===== config.mk =====
export PLATFORM = sky130hd
export DESIGN_NAME = aes_kd_sequencer
export DESIGN_NICKNAME = d
export VERILOG_FILES = /design/src/rtl/aes_kd_sequencer.sv
export SDC_FILE = /design/constraint.sdc
export NUM_CORES = 1
export LEC_CHECK = 0
export ABC_CLOCK_PERIOD_IN_PS = 3100
export BUFFER_PORTS_ARGS = -buffer_cell sky130_fd_sc_hd__buf_2
export CAP_MARGIN = 20
export CORE_AREA = 10 10 295 297
export CTS_BUF_LIST = sky130_fd_sc_hd__clkbuf_8
export DETAILED_ROUTE_END_ITERATION = 10
export DIE_AREA = 0 0 305 307
export PLACE_DENSITY = 0.51
export SLEW_MARGIN = 20
export SYNTH_ARGS = -nofsm -noshare
export SYNTH_HDL_FRONTEND = slang
export SYNTH_SLANG_ARGS = --single-unit

===== constraint.sdc =====
create_clock -name CLK -period 3.1 [get_ports CLK]
set_input_delay 0.465 -clock CLK [delete_from_list [all_inputs] [get_ports CLK]]
set_output_delay 0.465 -clock CLK [all_outputs]
set_load 0.03 [all_outputs]

===== src/rtl/aes_kd_sequencer.sv =====
// Sequences key and data loads between the UART controller and the AES core.
// It waits for the core's valid flags with a timeout and holds the ciphertext for transmission.
module aes_kd_sequencer #(
   parameter int TIMEOUT_CYCLES = 4095,
   parameter int DVLD_HOLD      = 8
) (
   input  logic         CLK,
   input  logic         NRST,
   input  logic         EN_IN,
   input  logic         RSTn_IN,
   input  logic [127:0] KIN_IN,
   input  logic [127:0] DIN_IN,
   input  logic         KDRDY_IN,
   output logic         EN_CORE,
   output logic         RSTn_CORE,
   output logic [127:0] KEY_CORE,
   output logic [127:0] DATA_CORE,
   output logic         KRDY_CORE,
   output logic         DRDY_CORE,
   input  logic [127:0] DOUT_CORE,
   input  logic         KVLD_CORE,
   input  logic         DVLD_CORE,
   input  logic         BUSY_CORE,
   output logic [127:0] DOUT_AES,
   output logic         KVLD_AES,
   output logic         DVLD_AES,
   output logic         BUSY_AES,
   output logic         ERR_AES
);

   typedef enum logic [2:0] {
      IDLE, KEY_REQ, KEY_WAIT, DATA_REQ, DATA_WAIT, DONE, ERROR
   } state_t;

   localparam logic [11:0] TIMEOUT_LIM = 12'(TIMEOUT_CYCLES);
   localparam logic [11:0] HOLD_LAST   = 12'(DVLD_HOLD - 1);

   state_t      state;
   state_t      state_next;
   logic [11:0] wait_cnt;
   logic [11:0] cnt_next;
   logic        kdrdy_prev;
   logic        request;
   logic        load;
   logic        capture;
   logic        kvld_hit;
   logic        busy_core_unused;

   assign busy_core_unused = BUSY_CORE;
   assign request = KDRDY_IN & ~kdrdy_prev & EN_IN;

   // The wait counter is shared: it times the two waits and then the DONE hold.
   always_comb begin
      state_next = state;
      cnt_next   = wait_cnt;
      load       = 1'b0;
      capture    = 1'b0;
      kvld_hit   = 1'b0;
      case (state)
         IDLE: begin
            if (request) begin
               state_next = KEY_REQ;
               load       = 1'b1;
            end
         end
         KEY_REQ: begin
            state_next = KEY_WAIT;
            cnt_next   = 12'd0;
         end
         KEY_WAIT: begin
            if (KVLD_CORE) begin
               state_next = DATA_REQ;
               kvld_hit   = 1'b1;
            end else if (wait_cnt == TIMEOUT_LIM) begin
               state_next = ERROR;
            end else begin
               cnt_next = wait_cnt + 12'd1;
            end
         end
         DATA_REQ: begin
            state_next = DATA_WAIT;
            cnt_next   = 12'd0;
         end
         DATA_WAIT: begin
            if (DVLD_CORE) begin
               state_next = DONE;
               capture    = 1'b1;
               cnt_next   = 12'd0;
            end else if (wait_cnt == TIMEOUT_LIM) begin
               state_next = ERROR;
            end else begin
               cnt_next = wait_cnt + 12'd1;
            end
         end
         DONE: begin
            if (wait_cnt == HOLD_LAST) begin
               state_next = IDLE;
            end else begin
               cnt_next = wait_cnt + 12'd1;
            end
         end
         ERROR: begin
            state_next = IDLE;
         end
         default: begin
            state_next = IDLE;
         end
      endcase
      if (!RSTn_IN) begin
         state_next = IDLE;
         cnt_next   = 12'd0;
         load       = 1'b0;
         capture    = 1'b0;
         kvld_hit   = 1'b0;
      end
   end

   // Strobes and status are registered decodes of the next state so they line up with it.
   always_ff @(posedge CLK or negedge NRST) begin
      if (!NRST) begin
         state      <= IDLE;
         wait_cnt   <= 12'd0;
         kdrdy_prev <= 1'b0;
         EN_CORE    <= 1'b0;
         RSTn_CORE  <= 1'b0;
         KEY_CORE   <= '0;
         DATA_CORE  <= '0;
         KRDY_CORE  <= 1'b0;
         DRDY_CORE  <= 1'b0;
         DOUT_AES   <= '0;
         KVLD_AES   <= 1'b0;
         DVLD_AES   <= 1'b0;
         BUSY_AES   <= 1'b0;
         ERR_AES    <= 1'b0;
      end else begin
         state      <= state_next;
         wait_cnt   <= cnt_next;
         kdrdy_prev <= KDRDY_IN;
         EN_CORE    <= EN_IN;
         RSTn_CORE  <= RSTn_IN;
         KRDY_CORE  <= (state_next == KEY_REQ);
         DRDY_CORE  <= (state_next == DATA_REQ);
         DVLD_AES   <= (state_next == DONE);
         BUSY_AES   <= (state_next != IDLE);
         KVLD_AES   <= kvld_hit;
         if (load) begin
            KEY_CORE  <= KIN_IN;
            DATA_CORE <= DIN_IN;
         end
         if (capture) begin
            DOUT_AES <= DOUT_CORE;
         end
         if (load || !RSTn_IN) begin
            ERR_AES <= 1'b0;
         end else if (state_next == ERROR) begin
            ERR_AES <= 1'b1;
         end
      end
   end

endmodule

==> results of run 1 <==
[worst reg2reg max path, cell delays in order, from the launching register on]
cell,delay (ns)
dfrtp_1,0.41
or4_1,0.56
nor4_2,0.29
nand2_1,0.11
a21oi_2,0.21
nor4b_4,0.28
buf_12,0.28
buf_12,0.30
mux2_1,0.39
[kinds of logic after synthesis]
family | after synthesis | synth area share, %
mux | 384 | 27.8
buf+inv | 52 | 2.43
fa+ha+maj | 1 | 0.0805
xor+xnor | 1 | 0.0564
flops | 408 | 65.7
simple gates | 70 | 2.31
compound gates | 38 | 1.63
[layout make-up]
type / instances / share of cell area, %
clock buffer: 93 / 4.94
sequential: 408 / 39.4
tap: 1070 / 5.17
multi-input combinational: 494 / 19.2
antenna: 5 / 0.0483
timing repair buffer: 1165 / 30.0
clock inverter: 41 / 1.20
inverter: 5 / 0.0725
[worst paths after layout]
check                                 endpoint  cells past startpoint    startpoint  slack [ns]
worst max-delay path            DATA_CORE[110]                      8   wait_cnt[7]        0.17
worst min-delay path             DATA_CORE[15]                      2    DIN_IN[15]        0.09
worst max register to register  DATA_CORE[110]                      8   wait_cnt[7]        0.17
worst min register to register    KEY_CORE[90]                      1  KEY_CORE[90]        0.48
max in group asynchronous        DATA_CORE[83]                      3          NRST        1.74
min in group asynchronous         KEY_CORE[21]                      2          NRST        0.42
[per-stage QoR]
step	hold slack, ns	utilization (%)	instance area, um^2	instances
after floorplan	0.169	-	15500	954
after global placement	0.463	25.7	20900	2807
after detailed placement	0.469	25.7	20900	2807
after CTS	0.000150	31.8	25900	3276
after global routing	0.0144	31.8	25900	3280
final	0.0881	31.8	25900	3281
[per-layer routing]
layer  share of wire (%)  GRT usage, %  vias up
li1                    -             -     5816
met1                  36          12.2     6286
met2                  51          20.9      595
met3                 9.4          4.91      153
met4                 4.1          5.77        2
met5               0.022             0        -
[sequential cells by signal, indices dropped and copies added, names as in the netlist]
register	flops
KRDY_CORE	1
EN_CORE	1
ERR_AES	1
BUSY_AES	1
wait_cnt	12
DVLD_AES	1
kdrdy_prev	1
KEY_CORE	128
DRDY_CORE	1
state	3
DOUT_AES	128
RSTn_CORE	1
DATA_CORE	128
KVLD_AES	1
[what timing repair did]
action                                 CTS  global route
resized for setup                        0             0
hold buffers                           335             0
endpoints found under the hold margin  392             0
[cells in the final DEF, fill, tap and decap left out, drive strengths merged, types with 2 or more instances in the layout]
cell type / count
nand3: 6
o21ai: 5
nand2b: 3
or4: 2
nand4: 3
clkinv: 16
nor4: 2
clkinvlp: 5
nor2: 14
diode: 5
inv: 21
a41oi: 2
dfrtp: 408
mux2: 384
buf: 830
a21o: 2
nor2b: 4
a32o: 2
dlygate4sd3: 335
nand2: 19
clkbuf: 93
bufinv: 4
nor3: 12
a21oi: 12
and3: 2
a31oi: 5
a211oi: 4
[power breakdown]
part | internal [mW] | switching (mW)
clock network | 3.06 | 2.38
logic | 2.10 | 4.16
registers | 6.63 | 0.675
total | 11.8 | 7.21
==> run summary, run 1 <==
run status: finished, final reports clean
post-synthesis cell area: 15500 um^2
GPL Wtd Cong: 0.846
Pleak: 12.9 nW
die area: 93600 um^2
clock skew: 0.0327 ns
clk slew on worst S/H paths: 0.06 ns
cells after synthesis: 954
family with the most delay on the worst path: simple AND/OR/NAND/NOR gates
TritonCTS buffer count: 75
core area: 81300 um^2
RSZ-0062 raised after global routing: no
Avg Vias per Cell: 3.92
Final Max Tran Viols: 0
Worst Path Arrival: 3.45 ns
Worst setup EP type: flop
Die Ht: 307 um
Top cell by count, worst path: buf_12
Total Routed Length: 59.0 mm
buffers and inverters on the worst path: 2
WS Path Type: flop to flop
largest net degree at the start of global routing: 76
syn nets: 1347
dominant cell type by area after synthesis: dfrtp_1
total power: 19.0 mW
layout cells sized above 1: 50.3%
die width: 305 um
post-synthesis register bit count: 408
crit-path max FO: 32
max_cap viols: 0
num rows: 105
dpl ws: 0.200 ns
Synth top area share: 65.7%
Final ANT Viol Nets: 0
Area Growth Syn to Fin: 66.6%
Mean Syn Cell Area: 16.3 um^2
clock sinks: 408
Setup Buffers After CTS: 0
ranking of synthesized cells by area: dfrtp_1 66%, mux2_1 17%, mux2_2 11%
CP Launch Type: flop
register area: 10200 um^2
EDFF count, synth: 0
vias: 12900
first-pass GRT wire length: 88.4 mm
Top-Level Pins: 784
# port buffers: 782
CP max-delay cell: or4_1
Routed WL per cell: 18.0 um
CTS tree: done
number of synthesis warnings: 0
Root Buffer: clkbuf_8
Slew HR: 50.5%
clock buffer depth: 3
Final Hold Vio Count: 0
Iteration-0 DRC Markers: 531
setup TNS: 0 ns
Final #Nets: 2542
worst-path cell chain: or4_1 -> nor4_2 -> nand2_1 -> a21oi_2 -> nor4b_4 -> buf_12 -> buf_12 -> mux2_1
commonest cells in the netlist: 408 x dfrtp_1, 229 x mux2_1, 155 x mux2_2, 22 x buf_6, 19 x nand2_1
DR pass1 iterations: 4
Async SR Flop Fraction: 100%
setup-violating endpoint count in the final report: 0
Worst Setup Slack, final: 0.167 ns
Netlist cell types: 39
register area share after synthesis: 65.7%
drt drc: 0
area of the multi-input gates: 4960 um^2
vias in the first global route: 14700
peak supply drop: 0.354 mV
antenna violations before repair: 8
total grt overflow: 0
max frequency: 341 MHz
period utilization: 94.6%
count leader, synth: dfrtp_1
Initial Utilization: 19.1%
hold crit path type: primary input to flop
dominant synthesized flop cell: dfrtp_1
GR Util All Layers: 11.9%
Filler cells: 8113
Final min period: 2.93 ns
Clk Latency, worst-skew pair: 0.64 ns
PwrDens: 734 nW/um^2
Post-DP HPWL: 44.0 mm
CTS H-tree lvls: 3
Least-Margin Pin Slew: 0.743 ns
Critical Path Max Stage Delay: 0.56 ns
CP Data Required Time: 3.61 ns
(Power assumes the default switching activity.)
==> inputs of run 2 (changes only) <==
Settings changed: CORE_AREA 10 10 295 297 to 2 2 304 306, DIE_AREA 0 0 305 307 to 0 0 306 308, PLACE_DENSITY 0.51 to default, PLACE_DENSITY_LB_ADDON from default to 0.25, SETUP_SLACK_MARGIN from default to 0.4.
==> run 2 against run 1 <==
Against the previous run: via count up 1.5%; critical endpoint is now DATA_CORE[71]; maximum frequency increased by 4.3%; power up 5.1%; count of clock-buffer cells in the layout up 8; highest routed layer unchanged; clock skew decreased by 0.0089 ns; cell count increased by 6.0%; global-route usage shrank 0.27 points; largest power group unchanged; sequential power about the same; register-to-register slack improved by 0.12 ns; routed wire length fell by 0.48%; worst setup slack improved by 0.12 ns.
==> run summary, run 2 (synthesis gave the netlist of run 1 again) <==
RSZ-0062 raised after global routing: yes (was no)
register area: 10200 um^2 (unchanged)
DR pass1 iterations: 4 (unchanged)
setup-violating endpoint count in the final report: 0 (unchanged)
crit-path max FO: 10 (was 32)
Inst Count DP: 2913 (was 2807)
Filler cells: 9148 (was 8113)
num rows: 111 (was 105)
Final min period: 2.81 ns (was 2.93 ns)
max_cap viols: 0 (unchanged)
GRT busiest layer: met2 (unchanged)
CTS H-tree lvls: 3 (unchanged)
Iteration-0 DRC Markers: 503 (was 531)
Final Max Tran Viols: 0 (unchanged)
Post-DP HPWL: 39.0 mm (was 44.0 mm)
Final ANT Viol Nets: 0 (unchanged)
Worst Hold Launch: DOUT_CORE[58] (was DIN_IN[15])
antenna violations before repair: 5 (was 8)
WHS Path Cells: 2 (unchanged)
final non-filler cell total: 3479 (was 3281)
Top Registers: DATA_CORE (128), DOUT_AES (128), KEY_CORE (128) (unchanged)
hold path endpoint: DOUT_AES[58] (was DATA_CORE[15])
drt drc: 0 (unchanged)
total power: 20.0 mW (was 19.0 mW)
WS Path Type: flop to flop (unchanged)
# port buffers: 782 (unchanged)
Top-Level Pins: 784 (unchanged)
Final Hold Vio Count: 0 (unchanged)
first-pass GRT wire length: 84.9 mm (was 88.4 mm)
GPL Wtd Cong: 0.829 (was 0.846)
die area: 94200 um^2 (was 93600 um^2)
Initial Utilization: 17.1% (was 19.1%)
Routed WL per cell: 16.9 um (was 18.0 um)
max frequency: 356 MHz (was 341 MHz)
peak supply drop: 0.304 mV (was 0.354 mV)
die width: 306 um (was 305 um)
vias: 13000 (was 12900)
GR Util All Layers: 11.7% (was 11.9%)
Slew HR: 49.0% (was 50.5%)
Worst setup EP type: flop (unchanged)
Final #Nets: 2621 (was 2542)
Total Routed Length: 58.7 mm (was 59.0 mm)
PwrDens: 717 nW/um^2 (was 734 nW/um^2)
RR Endpoint: DATA_CORE[71] (was DATA_CORE[110])
Avg Vias per Cell: 3.75 (was 3.92)
area of the multi-input gates: 5360 um^2 (was 4960 um^2)
run status: finished, final reports clean (unchanged)
clock buffer depth: 3 (unchanged)
CP Launch Type: flop (unchanged)
period utilization: 90.7% (was 94.6%)
Least-Margin Pin Slew: 0.765 ns (was 0.743 ns)
CP Data Required Time: 3.66 ns (was 3.61 ns)
Area Growth Syn to Fin: 79.0% (was 66.6%)
reg2reg path depth: 12 (was 8)
Pleak: 13.8 nW (was 12.9 nW)
clock skew: 0.0238 ns (was 0.0327 ns)
GR Layer Usage met3: 4.25% (was 4.91%)
routing usage on met2: 20.8% (was 20.9%)
hold crit path type: primary input to flop (unchanged)
CTS tree: done (unchanged)
dpl ws: 0.183 ns (was 0.200 ns)
clk slew on worst S/H paths: 0.06 ns (about the same)
Worst Setup Slack, final: 0.288 ns (was 0.167 ns)
clock sinks: 408 (unchanged)
largest net degree at the start of global routing: 75 (was 76)
Crit Reg-Reg Startpoint: wait_cnt[0] (was wait_cnt[7])
Worst R2R Setup Slack: 0.29 ns (was 0.17 ns)
most common cell after layout, fill and taps aside: buf_2 (unchanged)
Root Buffer: clkbuf_8 (unchanged)
most frequent cells in the layout: 781 x buf_2, 408 x dfrtp_1, 385 x dlygate4sd3_1 (was 781 x buf_2, 408 x dfrtp_1, 335 x dlygate4sd3_1)
setup TNS: 0 ns (unchanged)
Worst Path Arrival: 3.37 ns (was 3.45 ns)
vias in the first global route: 14500 (was 14700)
total grt overflow: 0 (unchanged)
Die Ht: 308 um (was 307 um)
M1 GR Usage: 12.3% (was 12.2%)
layout cells sized above 1: 53.3% (was 50.3%)
core area: 91000 um^2 (was 81300 um^2)
TritonCTS buffer count: 78 (was 75)
Clk Latency, worst-skew pair: 0.68 ns (was 0.64 ns)
==> run 2: cell types whose count changed in the layout (fill, tap and decap cells not counted), moves of 8 or more <==
cell	before	now
buf_12	10	18
buf_16	0	12
buf_4	38	26
clkbuf_16	0	9
clkbuf_8	93	101
clkinv_2	16	5
dlygate4sd3_1	335	385
inv_1	19	30
mux2_1	229	145
mux2_2	155	138
mux2_4	0	101
==> run 2: routing by layer <==
metal,part of all wire [%],routed length (um),vias to the layer above
met5,0.051,30,-
met4,3.4,1990,4
met3,7.8,4600,110
met2,51,30000,539
met1,38,22000,6423
li1,-,-,5969
==> run 2: where the power goes <==
group          internal [mW]  switching (mW)
clock network           3.44            2.47
registers               6.63           0.694
logic                   2.57            4.16
total                   12.6            7.32
==> run 2: repair_timing <==
| item | CTS | global route |
|---|---|---|
| cloned | 10 | 9 |
| gates resized for setup | 53 | 88 |
| pin swaps | 3 | 2 |
| setup buffers | 14 | 3 |
| hold endpoints to repair | 439 | 0 |
| hold buffers | 385 | 0 |
| setup endpoints to repair | 252 | 256 |
==> run 2: worst max path at each step <==
stage	startpoint	endpoint	slack [ns]	cells past startpoint
finish	wait_cnt[0]	DATA_CORE[71]	0.29	12
global route	wait_cnt[7]	KEY_CORE[22]	0.15	10
CTS	wait_cnt[10]	KEY_CORE[40]	0.26	10
detailed placement	wait_cnt[7]	KEY_CORE[40]	0.18	8
global placement	wait_cnt[7]	KEY_CORE[69]	0.20	8
floorplan	wait_cnt[6]	KEY_CORE[34]	0.42	8
==> run 2: critical path: stages, from the launching register on <==
cell and delay [ns]:
dfrtp_1 0.42, ha_1 0.24, nand2_1 0.23, nor4_4 0.09
buf_4 0.14, buf_4 0.13, o22a_1 0.22, nor4b_4 0.28
buf_12 0.16, buf_12 0.13, buf_12 0.14, buf_16 0.15
mux2_1 0.34
==> run 2: cell type report <==
cell class              instances  area share, %
flip-flops and latches        408           36.7
repair buffers               1241           32.3
multi-input cells             494           19.3
well taps                    1186           5.33
clock buffers                 101           5.00
clock inverters                42           1.28
inverters                       5         0.0675
diodes                          2         0.0180
==> run 2: per-stage QoR <==
stage | area, um^2 | util (%) | hold slack (ns)
CTS | 27200 | 29.9 | 0.00953
detailed placement | 21000 | 23.1 | 0.469
finish | 27800 | 30.6 | 0.115
global placement | 21000 | 23.1 | 0.462
floorplan | 15500 | - | 0.169
global route | 27800 | 30.6 | 0.0111
==> inputs of run 3 (changes only) <==
Settings changed: SETUP_SLACK_MARGIN 0.4 to 0.15.
==> run 3 against run 2 <==
Against the previous run: count of clock-buffer cells in the layout stayed put; sequential share of layout area rose by 0.61 points; sequential power about the same; clock skew rose by 0.0023 ns; first-iteration DRC count rose by 2.6%; global-route usage fell by 0.51 points; worst hold slack better by 0.0043 ns; power fell by 1.6%; critical endpoint is now DATA_CORE[92]; maximum frequency is 2.8% lower; critical path depth shrank 2; via count shrank 0.43%; final area is 1.6% lower.
==> run summary, run 3 (synthesis gave the netlist of run 1 again) <==
worst-path cell chain: or4_4 -> nor4_4 -> nand2_1 -> a21oi_2 -> nor4b_4 -> clkbuf_16 -> buf_12 -> buf_16 -> clkbuf_16 -> mux2_4 (was ha_1 -> nand2_1 -> nor4_4 -> buf_4 -> buf_4 -> o22a_1 -> nor4b_4 -> buf_12 -> buf_12 -> buf_12 -> buf_16 -> mux2_1)
Top-Level Pins: 784 (unchanged)
CTS tree: done (unchanged)
largest net degree at the start of global routing: 75 (unchanged)
Final Max Tran Viols: 0 (unchanged)
CP Data Required Time: 3.66 ns (about the same)
M1 GR Usage: 11.5% (was 12.3%)
Final Hold Vio Count: 0 (unchanged)
run status: finished, final reports clean (unchanged)
most common cell after layout, fill and taps aside: buf_2 (unchanged)
Worst Path Arrival: 3.45 ns (was 3.37 ns)
CP max-delay cell: or4_4 (was dfrtp_1)
RR Endpoint: DATA_CORE[92] (was DATA_CORE[71])
crit-path max FO: 8 (was 10)
antenna violations before repair: 4 (was 5)
Total Routed Length: 57.4 mm (was 58.7 mm)
CTS H-tree lvls: 3 (unchanged)
Critical Path Max Stage Delay: 0.54 ns (was 0.42 ns)
Routed WL per cell: 16.5 um (was 16.9 um)
PwrDens: 717 nW/um^2 (about the same)
GR Layer Usage met3: 4.14% (was 4.25%)
setup-violating endpoint count in the final report: 0 (unchanged)
TritonCTS buffer count: 78 (unchanged)
clock sinks: 408 (unchanged)
reg2reg path depth: 10 (was 12)
clk slew on worst S/H paths: 0.06 ns (about the same)
core area: 91000 um^2 (unchanged)
# port buffers: 782 (unchanged)
Least-Margin Pin Slew: 0.753 ns (was 0.765 ns)
layout cells sized above 1: 51.0% (was 53.3%)
Worst R2R Setup Slack: 0.21 ns (was 0.29 ns)
Die Ht: 308 um (unchanged)
Top cell by count, worst path: clkbuf_16 (was buf_12)
GRT busiest layer: met2 (unchanged)
die width: 306 um (unchanged)
num rows: 111 (unchanged)
max frequency: 346 MHz (was 356 MHz)
setup TNS: 0 ns (unchanged)
peak supply drop: 0.303 mV (was 0.304 mV)
Initial Utilization: 17.1% (unchanged)
Final #Nets: 2615 (was 2621)
Root Buffer: clkbuf_8 (unchanged)
period utilization: 93.3% (was 90.7%)
routing usage on met2: 20.1% (was 20.8%)
Top Registers: DATA_CORE (128), DOUT_AES (128), KEY_CORE (128) (unchanged)
Worst setup startpoint: wait_cnt[10] (was wait_cnt[0])
Area Growth Syn to Fin: 76.0% (was 79.0%)
Iteration-0 DRC Markers: 516 (was 503)
Final min period: 2.89 ns (was 2.81 ns)
clock skew: 0.0261 ns (was 0.0238 ns)
CP Launch Type: flop (unchanged)
Avg Vias per Cell: 3.74 (was 3.75)
WHS Path Cells: 2 (unchanged)
Final ANT Viol Nets: 0 (unchanged)
Post-DP HPWL: 39.0 mm (unchanged)
Worst Setup EP: DATA_CORE[92] (was DATA_CORE[71])
Slew HR: 49.8% (was 49.0%)
hold crit path type: primary input to flop (unchanged)
Worst Hold Launch: DOUT_CORE[58] (unchanged)
WS Path Type: flop to flop (unchanged)
clock buffer depth: 3 (unchanged)
Filler cells: 9238 (was 9148)
total grt overflow: 0 (unchanged)
drt drc: 0 (unchanged)
most frequent cells in the layout: 781 x buf_2, 408 x dfrtp_1, 385 x dlygate4sd3_1 (unchanged)
Worst setup EP type: flop (unchanged)
vias in the first global route: 14300 (was 14500)
RSZ-0062 raised after global routing: yes (unchanged)
die area: 94200 um^2 (unchanged)
Clk Latency, worst-skew pair: 0.69 ns (was 0.68 ns)
GPL Wtd Cong: 0.829 (unchanged)
Pleak: 13.5 nW (was 13.8 nW)
max_cap viols: 0 (unchanged)
first-pass GRT wire length: 81.7 mm (was 84.9 mm)
total power: 19.6 mW (was 20.0 mW)
Crit Reg-Reg Startpoint: wait_cnt[10] (was wait_cnt[0])
DR pass1 iterations: 4 (unchanged)
vias: 13000 (about the same)
GR Util All Layers: 11.2% (was 11.7%)
[run 3: changes by cell type in the layout (fill, tap and decap cells not counted)]
cell | before | now
mux2_1 | 145 | 195
or4_1 | 1 | 0
buf_16 | 12 | 5
buf_12 | 18 | 14
clkbuf_16 | 9 | 10
nand2_1 | 19 | 18
buf_8 | 3 | 4
mux2_4 | 101 | 34
or4_4 | 1 | 2
mux2_2 | 138 | 155
nand2_2 | 0 | 1
buf_4 | 26 | 29
[run 3: critical path, delay by kind of cell, from the launching register on]
family                 cells  cell delay [ns]
AO/OA/AOI/OAI              1             0.19
buffers and inverters      4             0.70
flip-flops                 1             0.41
multiplexers               1             0.31
AND/OR/NAND/NOR            4             1.13
[run 3: final cells by class]
class | instances | area (um^2) | area share [%]
sequential | 408 | 10200 | 37.3
inverter | 5 | 18.8 | 0.0686
multi-input combinational | 494 | 5110 | 18.7
tap | 1186 | 1480 | 5.42
timing repair buffer | 1235 | 8790 | 32.1
clock inverter | 42 | 357 | 1.30
antenna | 2 | 5.00 | 0.0183
clock buffer | 101 | 1390 | 5.08
[run 3: repair_timing]
item / in CTS / in global routing
gates resized for setup: 0 / 62
endpoints found under the setup margin: 0 / 200
hold endpoints to repair: 439 / 0
hold buffers: 385 / 0
setup buffers: 0 / 14
[run 3: per-layer routing]
layer | up-vias | wire length (um)
met1 | 6366 | 21700
met5 | - | 30
met3 | 111 | 4500
met4 | 4 | 1930
li1 | 5957 | -
met2 | 551 | 29200
[run 3: metrics by stage]
step           cell area, um^2  hold slack, ns  worst slack (ns)  cells  util, %
5_1_grt                  27400          0.0111            0.0897   3473     30.1
4_1_cts                  26600         0.00953             0.166   3441     29.3
2_1_floorplan            15500           0.169             0.416    954        -
6_report                 27400           0.119             0.209   3473     30.1
3_3_place_gp             21000           0.462             0.198   2913     23.1
3_5_place_dp             21000           0.469             0.183   2913     23.1
[run 3: power breakdown]
group	internal (mW)	switching, mW	total [mW]
sequential	6.63	0.670	7.30
clock	3.44	2.47	5.90
combinational	2.32	4.11	6.43
[run 3: worst min-delay path by stage]
stage / endpoint / slack (ns)
2_1_floorplan: BUSY_AES / 0.17
3_3_place_gp: KEY_CORE[2] / 0.46
3_5_place_dp: DATA_CORE[106] / 0.47
4_1_cts: DOUT_AES[58] / 0.01
5_1_grt: DOUT_AES[6] / 0.01
6_report: DOUT_AES[58] / 0.12
